[src/rtl/sa_tile_scheduler.sv]
// sa_tile_scheduler
// Job-level sequencer for the systolic array engine. Accepts one matrix job
// (M x N grid of 8x8 output tiles), runs one engine pass per tile in raster
// order (n inner), answers the engine's DMA requests with read/write
// descriptors and reports completion or a watchdog/abort error.
//
// Ports:
//   clk, rstn                    clock, asynchronous active-low reset
//   job_valid / job_ready        job handshake (ready only in IDLE)
//   job_a/b/c_base               matrix base byte addresses
//   job_m_tiles / job_n_tiles    tile grid size
//   abort                        synchronous abort request
//   eng_start                    one-cycle engine start pulse
//   eng_rd_wr                    engine DMA request (2'b10 read, 2'b11 write)
//   eng_done                     engine done pulse
//   rd_desc_*                    read descriptor (addr, len in words)
//   wr_desc_*                    write descriptor (addr, len in words)
//   busy                         high outside IDLE
//   job_done / job_err           completion pulse / error qualifier
//   tiles_done                   tiles completed in the current job
module sa_tile_scheduler #(
  parameter int ADDR_W       = 32,
  parameter int CNT_W        = 8,
  parameter int A_TILE_BYTES = 64,
  parameter int B_TILE_BYTES = 64,
  parameter int C_TILE_BYTES = 256,
  parameter int TIMEOUT_CYC  = 65535
) (
  input  logic                 clk,
  input  logic                 rstn,
  input  logic                 job_valid,
  output logic                 job_ready,
  input  logic [ADDR_W-1:0]    job_a_base,
  input  logic [ADDR_W-1:0]    job_b_base,
  input  logic [ADDR_W-1:0]    job_c_base,
  input  logic [CNT_W-1:0]     job_m_tiles,
  input  logic [CNT_W-1:0]     job_n_tiles,
  input  logic                 abort,
  output logic                 eng_start,
  input  logic [1:0]           eng_rd_wr,
  input  logic                 eng_done,
  output logic                 rd_desc_valid,
  input  logic                 rd_desc_ready,
  output logic [ADDR_W-1:0]    rd_desc_addr,
  output logic [15:0]          rd_desc_len,
  output logic                 wr_desc_valid,
  input  logic                 wr_desc_ready,
  output logic [ADDR_W-1:0]    wr_desc_addr,
  output logic [15:0]          wr_desc_len,
  output logic                 busy,
  output logic                 job_done,
  output logic                 job_err,
  output logic [2*CNT_W-1:0]   tiles_done
);

  localparam int WD_W = $clog2(TIMEOUT_CYC + 1);
  localparam logic [WD_W-1:0]    WD_LAST  = WD_W'(TIMEOUT_CYC - 1);
  localparam logic [WD_W-1:0]    WD_ONE   = WD_W'(1);
  localparam logic [ADDR_W-1:0]  A_STEP   = ADDR_W'(A_TILE_BYTES);
  localparam logic [ADDR_W-1:0]  B_STEP   = ADDR_W'(B_TILE_BYTES);
  localparam logic [ADDR_W-1:0]  C_STEP   = ADDR_W'(C_TILE_BYTES);
  localparam logic [CNT_W-1:0]   CNT_ZERO = '0;
  localparam logic [CNT_W-1:0]   CNT_ONE  = CNT_W'(1);
  localparam logic [2*CNT_W-1:0] TD_ONE   = (2*CNT_W)'(1);
  localparam logic [15:0]        AB_LEN   = 16'd16;
  localparam logic [15:0]        C_LEN    = 16'd64;
  localparam logic [1:0]         CODE_RD  = 2'b10;
  localparam logic [1:0]         CODE_WR  = 2'b11;

  typedef enum logic [3:0] {
    S_IDLE      = 4'd0,
    S_START     = 4'd1,
    S_WAIT_RD   = 4'd2,
    S_DESC_A    = 4'd3,
    S_DESC_B    = 4'd4,
    S_WAIT_WR   = 4'd5,
    S_DESC_C    = 4'd6,
    S_WAIT_DONE = 4'd7,
    S_NEXT      = 4'd8,
    S_FINISH    = 4'd9
  } state_t;

  state_t              state_r, state_nxt_s;
  logic [WD_W-1:0]     wd_r;
  logic                rd_req_r, wr_req_r, done_req_r;
  logic [ADDR_W-1:0]   a_addr_r, b_addr_r, c_addr_r, b_base_r;
  logic [CNT_W-1:0]    m_idx_r, n_idx_r, m_tiles_r, n_tiles_r;
  logic [2*CNT_W-1:0]  tiles_done_r;

  logic                accept_s, fin_err_s, wd_run_s, timeout_s;
  logic                use_rd_s, use_wr_s, use_done_s;
  logic                m_last_s, n_last_s;

  logic                job_ready_r, eng_start_r, busy_r, job_done_r, job_err_r;
  logic                rd_valid_r, wr_valid_r;
  logic [ADDR_W-1:0]   rd_addr_r, wr_addr_r;
  logic [15:0]         rd_len_r, wr_len_r;

  assign m_last_s  = (m_idx_r == (m_tiles_r - CNT_ONE));
  assign n_last_s  = (n_idx_r == (n_tiles_r - CNT_ONE));
  assign timeout_s = (wd_r == WD_LAST);

  // Next-state decode; abort overrides every non-IDLE state except FINISH.
  always_comb begin
    state_nxt_s = state_r;
    accept_s    = 1'b0;
    fin_err_s   = 1'b0;
    wd_run_s    = 1'b0;
    use_rd_s    = 1'b0;
    use_wr_s    = 1'b0;
    use_done_s  = 1'b0;
    case (state_r)
      S_IDLE: begin
        if (job_valid) begin
          accept_s = 1'b1;
          if ((job_m_tiles == CNT_ZERO) || (job_n_tiles == CNT_ZERO)) begin
            state_nxt_s = S_FINISH;
          end else begin
            state_nxt_s = S_START;
          end
        end else begin
          state_nxt_s = S_IDLE;
        end
      end
      S_START: state_nxt_s = S_WAIT_RD;
      S_WAIT_RD: begin
        wd_run_s = 1'b1;
        if (rd_req_r) begin
          use_rd_s    = 1'b1;
          state_nxt_s = S_DESC_A;
        end else if (timeout_s) begin
          fin_err_s   = 1'b1;
          state_nxt_s = S_FINISH;
        end else begin
          state_nxt_s = S_WAIT_RD;
        end
      end
      S_DESC_A, S_DESC_B: begin
        if (rd_desc_ready) begin
          state_nxt_s = (state_r == S_DESC_A) ? S_DESC_B : S_WAIT_WR;
        end else begin
          wd_run_s = 1'b1;
          if (timeout_s) begin
            fin_err_s   = 1'b1;
            state_nxt_s = S_FINISH;
          end else begin
            state_nxt_s = state_r;
          end
        end
      end
      S_WAIT_WR: begin
        wd_run_s = 1'b1;
        if (wr_req_r) begin
          use_wr_s    = 1'b1;
          state_nxt_s = S_DESC_C;
        end else if (timeout_s) begin
          fin_err_s   = 1'b1;
          state_nxt_s = S_FINISH;
        end else begin
          state_nxt_s = S_WAIT_WR;
        end
      end
      S_DESC_C: begin
        if (wr_desc_ready) begin
          state_nxt_s = S_WAIT_DONE;
        end else begin
          wd_run_s = 1'b1;
          if (timeout_s) begin
            fin_err_s   = 1'b1;
            state_nxt_s = S_FINISH;
          end else begin
            state_nxt_s = S_DESC_C;
          end
        end
      end
      S_WAIT_DONE: begin
        wd_run_s = 1'b1;
        if (done_req_r) begin
          use_done_s  = 1'b1;
          state_nxt_s = S_NEXT;
        end else if (timeout_s) begin
          fin_err_s   = 1'b1;
          state_nxt_s = S_FINISH;
        end else begin
          state_nxt_s = S_WAIT_DONE;
        end
      end
      S_NEXT: begin
        if (m_last_s && n_last_s) begin
          state_nxt_s = S_FINISH;
        end else begin
          state_nxt_s = S_START;
        end
      end
      S_FINISH: state_nxt_s = S_IDLE;
      default:  state_nxt_s = S_IDLE;
    endcase
    // Abort wins over any handshake in the same cycle.
    if (abort && (state_r != S_IDLE) && (state_r != S_FINISH)) begin
      state_nxt_s = S_FINISH;
      fin_err_s   = 1'b1;
    end else begin
      fin_err_s   = fin_err_s;
    end
  end

  // State register and per-state watchdog counter.
  always_ff @(posedge clk or negedge rstn) begin
    if (!rstn) begin
      state_r <= S_IDLE;
      wd_r    <= '0;
    end else begin
      state_r <= state_nxt_s;
      if (state_nxt_s != state_r) begin
        wd_r <= '0;
      end else if (wd_run_s) begin
        wd_r <= wd_r + WD_ONE;
      end else begin
        wd_r <= wd_r;
      end
    end
  end

  // Sticky engine request/done flags; a fresh request beats consumption.
  always_ff @(posedge clk or negedge rstn) begin
    if (!rstn) begin
      rd_req_r   <= 1'b0;
      wr_req_r   <= 1'b0;
      done_req_r <= 1'b0;
    end else if (state_r == S_IDLE) begin
      rd_req_r   <= 1'b0;
      wr_req_r   <= 1'b0;
      done_req_r <= 1'b0;
    end else begin
      rd_req_r   <= (eng_rd_wr == CODE_RD) | (rd_req_r & ~use_rd_s);
      wr_req_r   <= (eng_rd_wr == CODE_WR) | (wr_req_r & ~use_wr_s);
      done_req_r <= eng_done | (done_req_r & ~use_done_s);
    end
  end

  // Job registers, tile indices and address walkers (adders only).
  always_ff @(posedge clk or negedge rstn) begin
    if (!rstn) begin
      a_addr_r     <= '0;
      b_addr_r     <= '0;
      c_addr_r     <= '0;
      b_base_r     <= '0;
      m_idx_r      <= '0;
      n_idx_r      <= '0;
      m_tiles_r    <= '0;
      n_tiles_r    <= '0;
      tiles_done_r <= '0;
    end else if (accept_s) begin
      a_addr_r     <= job_a_base;
      b_addr_r     <= job_b_base;
      c_addr_r     <= job_c_base;
      b_base_r     <= job_b_base;
      m_idx_r      <= '0;
      n_idx_r      <= '0;
      m_tiles_r    <= job_m_tiles;
      n_tiles_r    <= job_n_tiles;
      tiles_done_r <= '0;
    end else if (state_r == S_NEXT) begin
      tiles_done_r <= tiles_done_r + TD_ONE;
      c_addr_r     <= c_addr_r + C_STEP;
      if (!n_last_s) begin
        n_idx_r  <= n_idx_r + CNT_ONE;
        b_addr_r <= b_addr_r + B_STEP;
      end else begin
        n_idx_r  <= '0;
        b_addr_r <= b_base_r;
        m_idx_r  <= m_idx_r + CNT_ONE;
        a_addr_r <= a_addr_r + A_STEP;
      end
    end else begin
      tiles_done_r <= tiles_done_r;
    end
  end

  // Outputs registered from the next state so they line up with state_r.
  always_ff @(posedge clk or negedge rstn) begin
    if (!rstn) begin
      job_ready_r <= 1'b1;
      eng_start_r <= 1'b0;
      busy_r      <= 1'b0;
      job_done_r  <= 1'b0;
      job_err_r   <= 1'b0;
      rd_valid_r  <= 1'b0;
      rd_addr_r   <= '0;
      rd_len_r    <= 16'd0;
      wr_valid_r  <= 1'b0;
      wr_addr_r   <= '0;
      wr_len_r    <= 16'd0;
    end else begin
      job_ready_r <= (state_nxt_s == S_IDLE);
      eng_start_r <= (state_nxt_s == S_START);
      busy_r      <= (state_nxt_s != S_IDLE);
      job_done_r  <= (state_nxt_s == S_FINISH);
      job_err_r   <= (state_nxt_s == S_FINISH) && fin_err_s;
      if (state_nxt_s == S_DESC_A) begin
        rd_valid_r <= 1'b1;
        rd_addr_r  <= a_addr_r;
        rd_len_r   <= AB_LEN;
      end else if (state_nxt_s == S_DESC_B) begin
        rd_valid_r <= 1'b1;
        rd_addr_r  <= b_addr_r;
        rd_len_r   <= AB_LEN;
      end else begin
        rd_valid_r <= 1'b0;
        rd_addr_r  <= '0;
        rd_len_r   <= 16'd0;
      end
      if (state_nxt_s == S_DESC_C) begin
        wr_valid_r <= 1'b1;
        wr_addr_r  <= c_addr_r;
        wr_len_r   <= C_LEN;
      end else begin
        wr_valid_r <= 1'b0;
        wr_addr_r  <= '0;
        wr_len_r   <= 16'd0;
      end
    end
  end

  assign job_ready     = job_ready_r;
  assign eng_start     = eng_start_r;
  assign busy          = busy_r;
  assign job_done      = job_done_r;
  assign job_err       = job_err_r;
  assign rd_desc_valid = rd_valid_r;
  assign rd_desc_addr  = rd_addr_r;
  assign rd_desc_len   = rd_len_r;
  assign wr_desc_valid = wr_valid_r;
  assign wr_desc_addr  = wr_addr_r;
  assign wr_desc_len   = wr_len_r;
  assign tiles_done    = tiles_done_r;

endmodule
[config.mk]
export PLATFORM = sky130hd
export DESIGN_NAME = sa_tile_scheduler
export DESIGN_NICKNAME = d
export VERILOG_FILES = /design/src/rtl/sa_tile_scheduler.sv
export SDC_FILE = /design/constraint.sdc
export NUM_CORES = 1
export LEC_CHECK = 0
export ABC_AREA = 1
export BUFFER_PORTS_ARGS = -buffer_cell sky130_fd_sc_hd__clkbuf_2
export CAP_MARGIN = 5
export CORE_MARGIN = 4
export CORE_UTILIZATION = 45
export CTS_BUF_LIST = sky130_fd_sc_hd__clkbuf_4
export CTS_CLUSTER_DIAMETER = 120
export CTS_CLUSTER_SIZE = 40
export DETAILED_ROUTE_END_ITERATION = 6
export PLACE_DENSITY = 0.64
export RECOVER_POWER = 100
export SKIP_CTS_REPAIR_TIMING = 1
export SLEW_MARGIN = 15
export SYNTH_ARGS = -nofsm -noshare
export SYNTH_HDL_FRONTEND = slang
export SYNTH_SLANG_ARGS = --single-unit
[constraint.sdc]
create_clock -name clk -period 3.45 [get_ports clk]
set_input_delay 0.1725 -clock clk [delete_from_list [all_inputs] [get_ports clk]]
set_output_delay 0.1725 -clock clk [all_outputs]
set_load 0.03 [all_outputs]
* Word-level counts from Yosys, hierarchy flattened
Cells that the tools add are included.
** Word-level totals
- Register bits :: 302
- Input bits :: 121
- Output and inout bits :: 119
- Word-level logic and storage cells :: 145
** Cells by class
- Add/sub/neg operators :: 9
- Equality and inequality tests :: 20
- Multiplexer cells :: 65
- Bitwise logic cells :: 9
- Reduce and logical (&&, ||, !) cells :: 17
** Operator list (number)
- two-way mux 32 bit :: 11
- adder 32 x 7 -> 32 bit (second input constant) :: 2
- two-way mux 16 bit :: 4
- two-way mux 4 bit :: 14
- two-way mux 8 bit :: 6
- adder 16 x 1 -> 16 bit (second input constant) :: 2
- adder 32 x 9 -> 32 bit (second input constant) :: 1
- one-hot mux 4 bit (8 select lines) :: 1
- == test 4 x 3 -> 1 bit (second input constant) :: 6
- two-way mux 1 bit :: 24
- adder 8 x 1 -> 8 bit (second input constant) :: 2
- == test 16 bit (second input constant) :: 1
- == test 8 bit :: 2
- zero test 8 bit :: 2
- subtractor 8 x 1 -> 8 bit (second input constant) :: 2
- == test 4 x 2 -> 1 bit (second input constant) :: 3
- two-way mux 5 bit :: 2
- == test 4 x 1 -> 1 bit (second input constant) :: 2
- == test 4 bit (second input constant) :: 2
- zero test 4 bit :: 2
- nonzero test 4 bit :: 2
- two-way mux 7 bit :: 1
- nonzero test 2 bit :: 3
- one-hot mux 1 bit (5 select lines) :: 1
- other kinds (12) :: 22

* Depth between registers and ports, before layout
- Depth after elaboration :: 9
- Mapped depth :: 19
- Depth with buffers taken out :: 17

* Least setup slack after synthesis
No wires, ideal clock.
- Path type :: register -> register
- From :: register n_tiles_r[0]
- To :: register m_idx_r[4]
- Library setup time :: 0.122 ns
- Data arrival time :: 2.064 ns
- Required time :: 3.328 ns
- Slack :: 1.264 ns
- Stages on the path, launching flop included :: 17
- Path buffers :: 2
- Clock period less this slack :: 2.186 ns
- Cell sequence :: dfrtp_1 -> inv_1 -> ha_1 -> inv_1 -> nand2_1 -> nand2_1 -> xor2_1 -> nor2_1 -> nand2_1 -> nor2_2 -> buf_4 -> inv_2 -> nand2_1 -> nand2_1 -> buf_2 -> nor3_1 -> nor2_1
** Between the ends
- Word-level cells in the longest chain between the ends :: 4
** RTL lines
- start, declared :: line 87 : logic [CNT_W-1:0] m_idx_r, n_idx_r, m_tiles_r, n_tiles_r;
- start signal, assigned :: line 261 : n_tiles_r <= job_n_tiles;
- subtractor 8 x 1 -> 8 bit :: line 100 : assign n_last_s = (n_idx_r == (n_tiles_r - CNT_ONE));
- == test 8 bit :: line 100
- nonzero test 2 bit (no source line)
- AND reduction 2 bit (no source line)
- end signal, assigned :: line 272 : m_idx_r <= m_idx_r + CNT_ONE;
- end, declared :: line 87
No other way between the ends.
A chain may end at the register's enable or synchronous reset.

* Final worst setup path
- From :: register state_r[1]
- To :: register wr_addr_r[2], in the netlist wr_desc_addr[2]
** Between the ends
- Word-level cells in the longest chain between the ends :: 7
- Elaborated cells between the ends (all ways) :: 21
- Those cells by class :: eq/ne (10); mux (6); reduce/logical (5)
** RTL lines
- start, declared :: line 83 : state_t state_r, state_nxt_s;
- start signal, assigned :: line 213 : state_r <= state_nxt_s;
- == test 4 x 2 -> 1 bit :: line 112, 140
- two-way mux 1 bit :: line 140 : state_nxt_s = (state_r == S_DESC_A) ? S_DESC_B : S_WAIT_WR;
- two-way mux 4 bit :: line 139 : if (rd_desc_ready) begin
- one-hot mux 4 bit (8 select lines) :: line 112 : case (state_r)
- two-way mux 4 bit * :: line 199 : if (abort && (state_r != S_IDLE) && (state_r != S_FINISH)) begin
- via state_nxt_s[0] :: line 83
- == test 4 x 3 -> 1 bit * :: line 313 : if (state_nxt_s == S_DESC_C) begin
- two-way mux 32 bit * :: line 313
- end signal, assigned :: line 315 : wr_addr_r <= c_addr_r;
- end, declared :: line 96 : logic [ADDR_W-1:0] rd_addr_r, wr_addr_r;
The timed path passes the listed nets; every way through them passes the cells marked *.

==> flow_summary_export.csv <==
group,metric,value,unit
critical_path,path_class,"reg -> reg",
power,power.total,11.5,mW
floorplanning,dieWidth,185,µm
sta,period_minus_slack,3220,ps
sta,finalSetupViolCount,0,
global_routing,first_global_vias,11700,
drt,wl_per_cell,15.4,µm
global_routing,grt_usage,0.209,
critical_path,cpPeakStageDelay,640,ps
placed_design,dp_slack,621,ps
run,cap_violations,2,
drt,first_iter_violations,891,
global_routing,grt_max_degree,96,
synthesis,async_flop_share,1.00,
critical_path,worst_path_max_delay_cell,"dfrtp_1",
power,peakVddDrop,0.335,mV
layout,layout_common_cells,"484 x nand2_1, 269 x dfrtp_1, 174 x inv_1",
power,p_leak,8.21,nW
hold_path,holdPathStages,4,
synthesis,ys.flop_type,"dfrtp_1",
critical_path,worstPathMaxFanout,32,
clocking,clkSlewWorstSetupHoldPaths,410,ps
critical_path,cp-end-kind,"flop",
synthesis,ys.warnings.count,0,
drt,postRouteAntennaNets,0,
critical_path,worstPathArrival,3910,ps
synthesis,synth_seq_cells,270,
layout,final_common_cell,"nand2_1",
sta,rsz0062_at_grt,"false",
sta,fin_crit_sh,0.932,
sta,final-max-slew-violation-count,146,
critical_path,crit_chain,"nor2_2, nand2_2, nand2_4, nor2_1, nand2_1, nor2_4, nand2_4, dlygate4sd3_1, nor3_2, inv_2, nor2_1",
clocking,clock_latency,780,ps
synthesis,avgSynthCellArea,7.97,µm²
floorplanning,core_area,30800,µm²
layout,finalNonFillerCells,2474,
critical_path,critPathTopFamily,"simple AND/OR/NAND/NOR gates",
synthesis,yosys.cell_types.count,49,
synthesis,synth.cell_area,14200,µm²
sta,hold_violations,0,
synthesis,synth_top_area_share,0.475,
hold_path,min_path_type,"in -> reg",
clocking,numCtsBuffers,11,
sta,setup_ws,234,ps
layout,syn_to_final_growth,17.8,%
placed_design,dpl.hpwl,26300,µm
drt,drt_pass1_iterations,6,
synthesis,yosys.area.top_type,"dfrtp_1",
placed_design,gp_congestion,0.917,
critical_path,r2r_cells,11,
floorplanning,die_h,185,µm
floorplanning,start_util,0.460,
power,power_density,690,nW/µm²
sta,fmax,311,MHz
synthesis,synth-edff-count,0,
clocking,ctsRootBufferMaster,"clkbuf_4",
layout,drive_above_1_share,0.0997,
clocking,htreeDepth,1,
synthesis,synth-seq-area-share,0.477,
sta,worst_pin_slew,1930,ps
drt,finalWirelength,38100,µm
global_routing,antenna_found_initial,2,
critical_path,required,4140,ps
drt,via_per_inst,5.08,
floorplanning,rows,64,
clocking,clockBufferDepth,3,
status,violations,"max-capacitance violations, max-slew violations",
drt,vias,12600,
placed_design,dp.cells,2328,
clocking,cts_tree,"yes",
clocking,clock-sinks,270,
drt,drc,0,
placed_design,numPortBuffers,209,
floorplanning,dieArea,34400,µm²
critical_path,cp.depth,11,
status,run_status,"complete, but fails checks",
layout,nets,2206,
global_routing,grt_overflow_total,0,
sta,max_slew_margin,-0.285,
sta,skew,128,ps
synthesis,ys_top_cells_by_area,"dfrtp_1 48%, nand2_1 13%, o21ai_0 4.6%, inv_1 4.6%, nor2_1 4.3%",
global_routing,grt_pass1_wl,59200,µm
floorplanning,io_pins,240,
sta,fin_tns_setup,0,ps
critical_path,start_kind,"flop",
critical_path,crit_buf_inv,2,
synthesis,synth_cells,1777,
==> cells in the mapped netlist (all sizes together), types with 4 or more instances <==
cell type	instances
buf	68
clkbuf	31
dfrtp	269
o21ai	131
nand4	28
o22ai	13
o211ai	19
xor2	61
nand2	495
o31ai	4
ha	10
nor4	10
inv	182
xnor2	17
nand3	114
nor2	191
a31oi	25
a21oi	41
nor3	39
a22oi	4
==> report_power, final <==
part | switching (mW) | internal (mW)
clock | 0.990 | 0.198
sequential | 0.983 | 4.15
combinational | 3.42 | 1.78
total | 5.39 | 6.13
==> routing by layer <==
layer  track usage  vias up  part of all wire
met5             0        -                 0
met4        0.0517        0             0.016
met3        0.0179       47             0.043
met2         0.347      313              0.49
met1         0.297     5985              0.45
li1              -     6234                 -
==> flip-flops by register name (all words and copies together) (netlist names), 4 cells and up <==
| signal | flops |
|---|---|
| m_idx_r | 8 |
| rd_desc_addr | 32 |
| n_tiles_r | 8 |
| wd_r | 16 |
| c_addr_r | 32 |
| n_idx_r | 8 |
| state_r | 4 |
| wr_desc_addr | 32 |
| b_addr_r | 32 |
| tiles_done | 16 |
| m_tiles_r | 8 |
| a_addr_r | 32 |
| b_base_r | 32 |
==> cell families after synthesis <==
logic type               share of synthesized area
AND/OR/NAND/NOR                              0.275
XOR/XNOR                                    0.0482
adder cells (fa/ha/maj)                    0.00883
AO/OA/AOI/OAI                                0.100
other                                     0.000265
flip-flops                                   0.477
buffers and inverters                       0.0898
==> final cells by class <==
class / count / area [µm²]
diodes: 2 / 5.00
clock buffers: 12 / 90.1
clock inverters: 2 / 60.1
fillers: 2953 / 14100
inverters: 183 / 689
multi-input cells: 1254 / 6220
flip-flops and latches: 270 / 6760
well taps: 396 / 495
repair buffers: 355 / 2370
==> path summary, 6_finish.rpt <==
kind / start / slack, ps / endpoint
min reg2reg: c_addr_r[5]$_DFFE_PN0P_ / 450 / wr_desc_addr[5]$_DFF_PN0_
max in group asynchronous: rstn / 560 / c_addr_r[22]$_DFFE_PN0P_
max: state_r[1]$_DFF_PN0_ / 230 / wr_desc_addr[2]$_DFF_PN0_
min in group asynchronous: rstn / 1000 / c_addr_r[16]$_DFFE_PN0P_
max reg2reg: state_r[1]$_DFF_PN0_ / 230 / wr_desc_addr[2]$_DFF_PN0_
min: job_a_base[30] / 110 / a_addr_r[30]$_DFFE_PN0P_
==> tightest hold or removal path: stages <==
cell and delay, ps:
dlygate4sd3_1 530, clkbuf_2 100, nand2_1 50, a31oi_1 80
==> per-stage QoR <==
step	cell area (µm²)	hold slack, ps	utilization
2_1_floorplan	14300	-123	-
3_3_place_gp	15400	255	0.500
3_5_place_dp	15400	256	0.500
4_1_cts	15600	-636	0.505
5_1_grt	16700	61.0	0.541
6_report	16700	114	0.542
No activity file was read; power rests on OpenSTA's default activity.
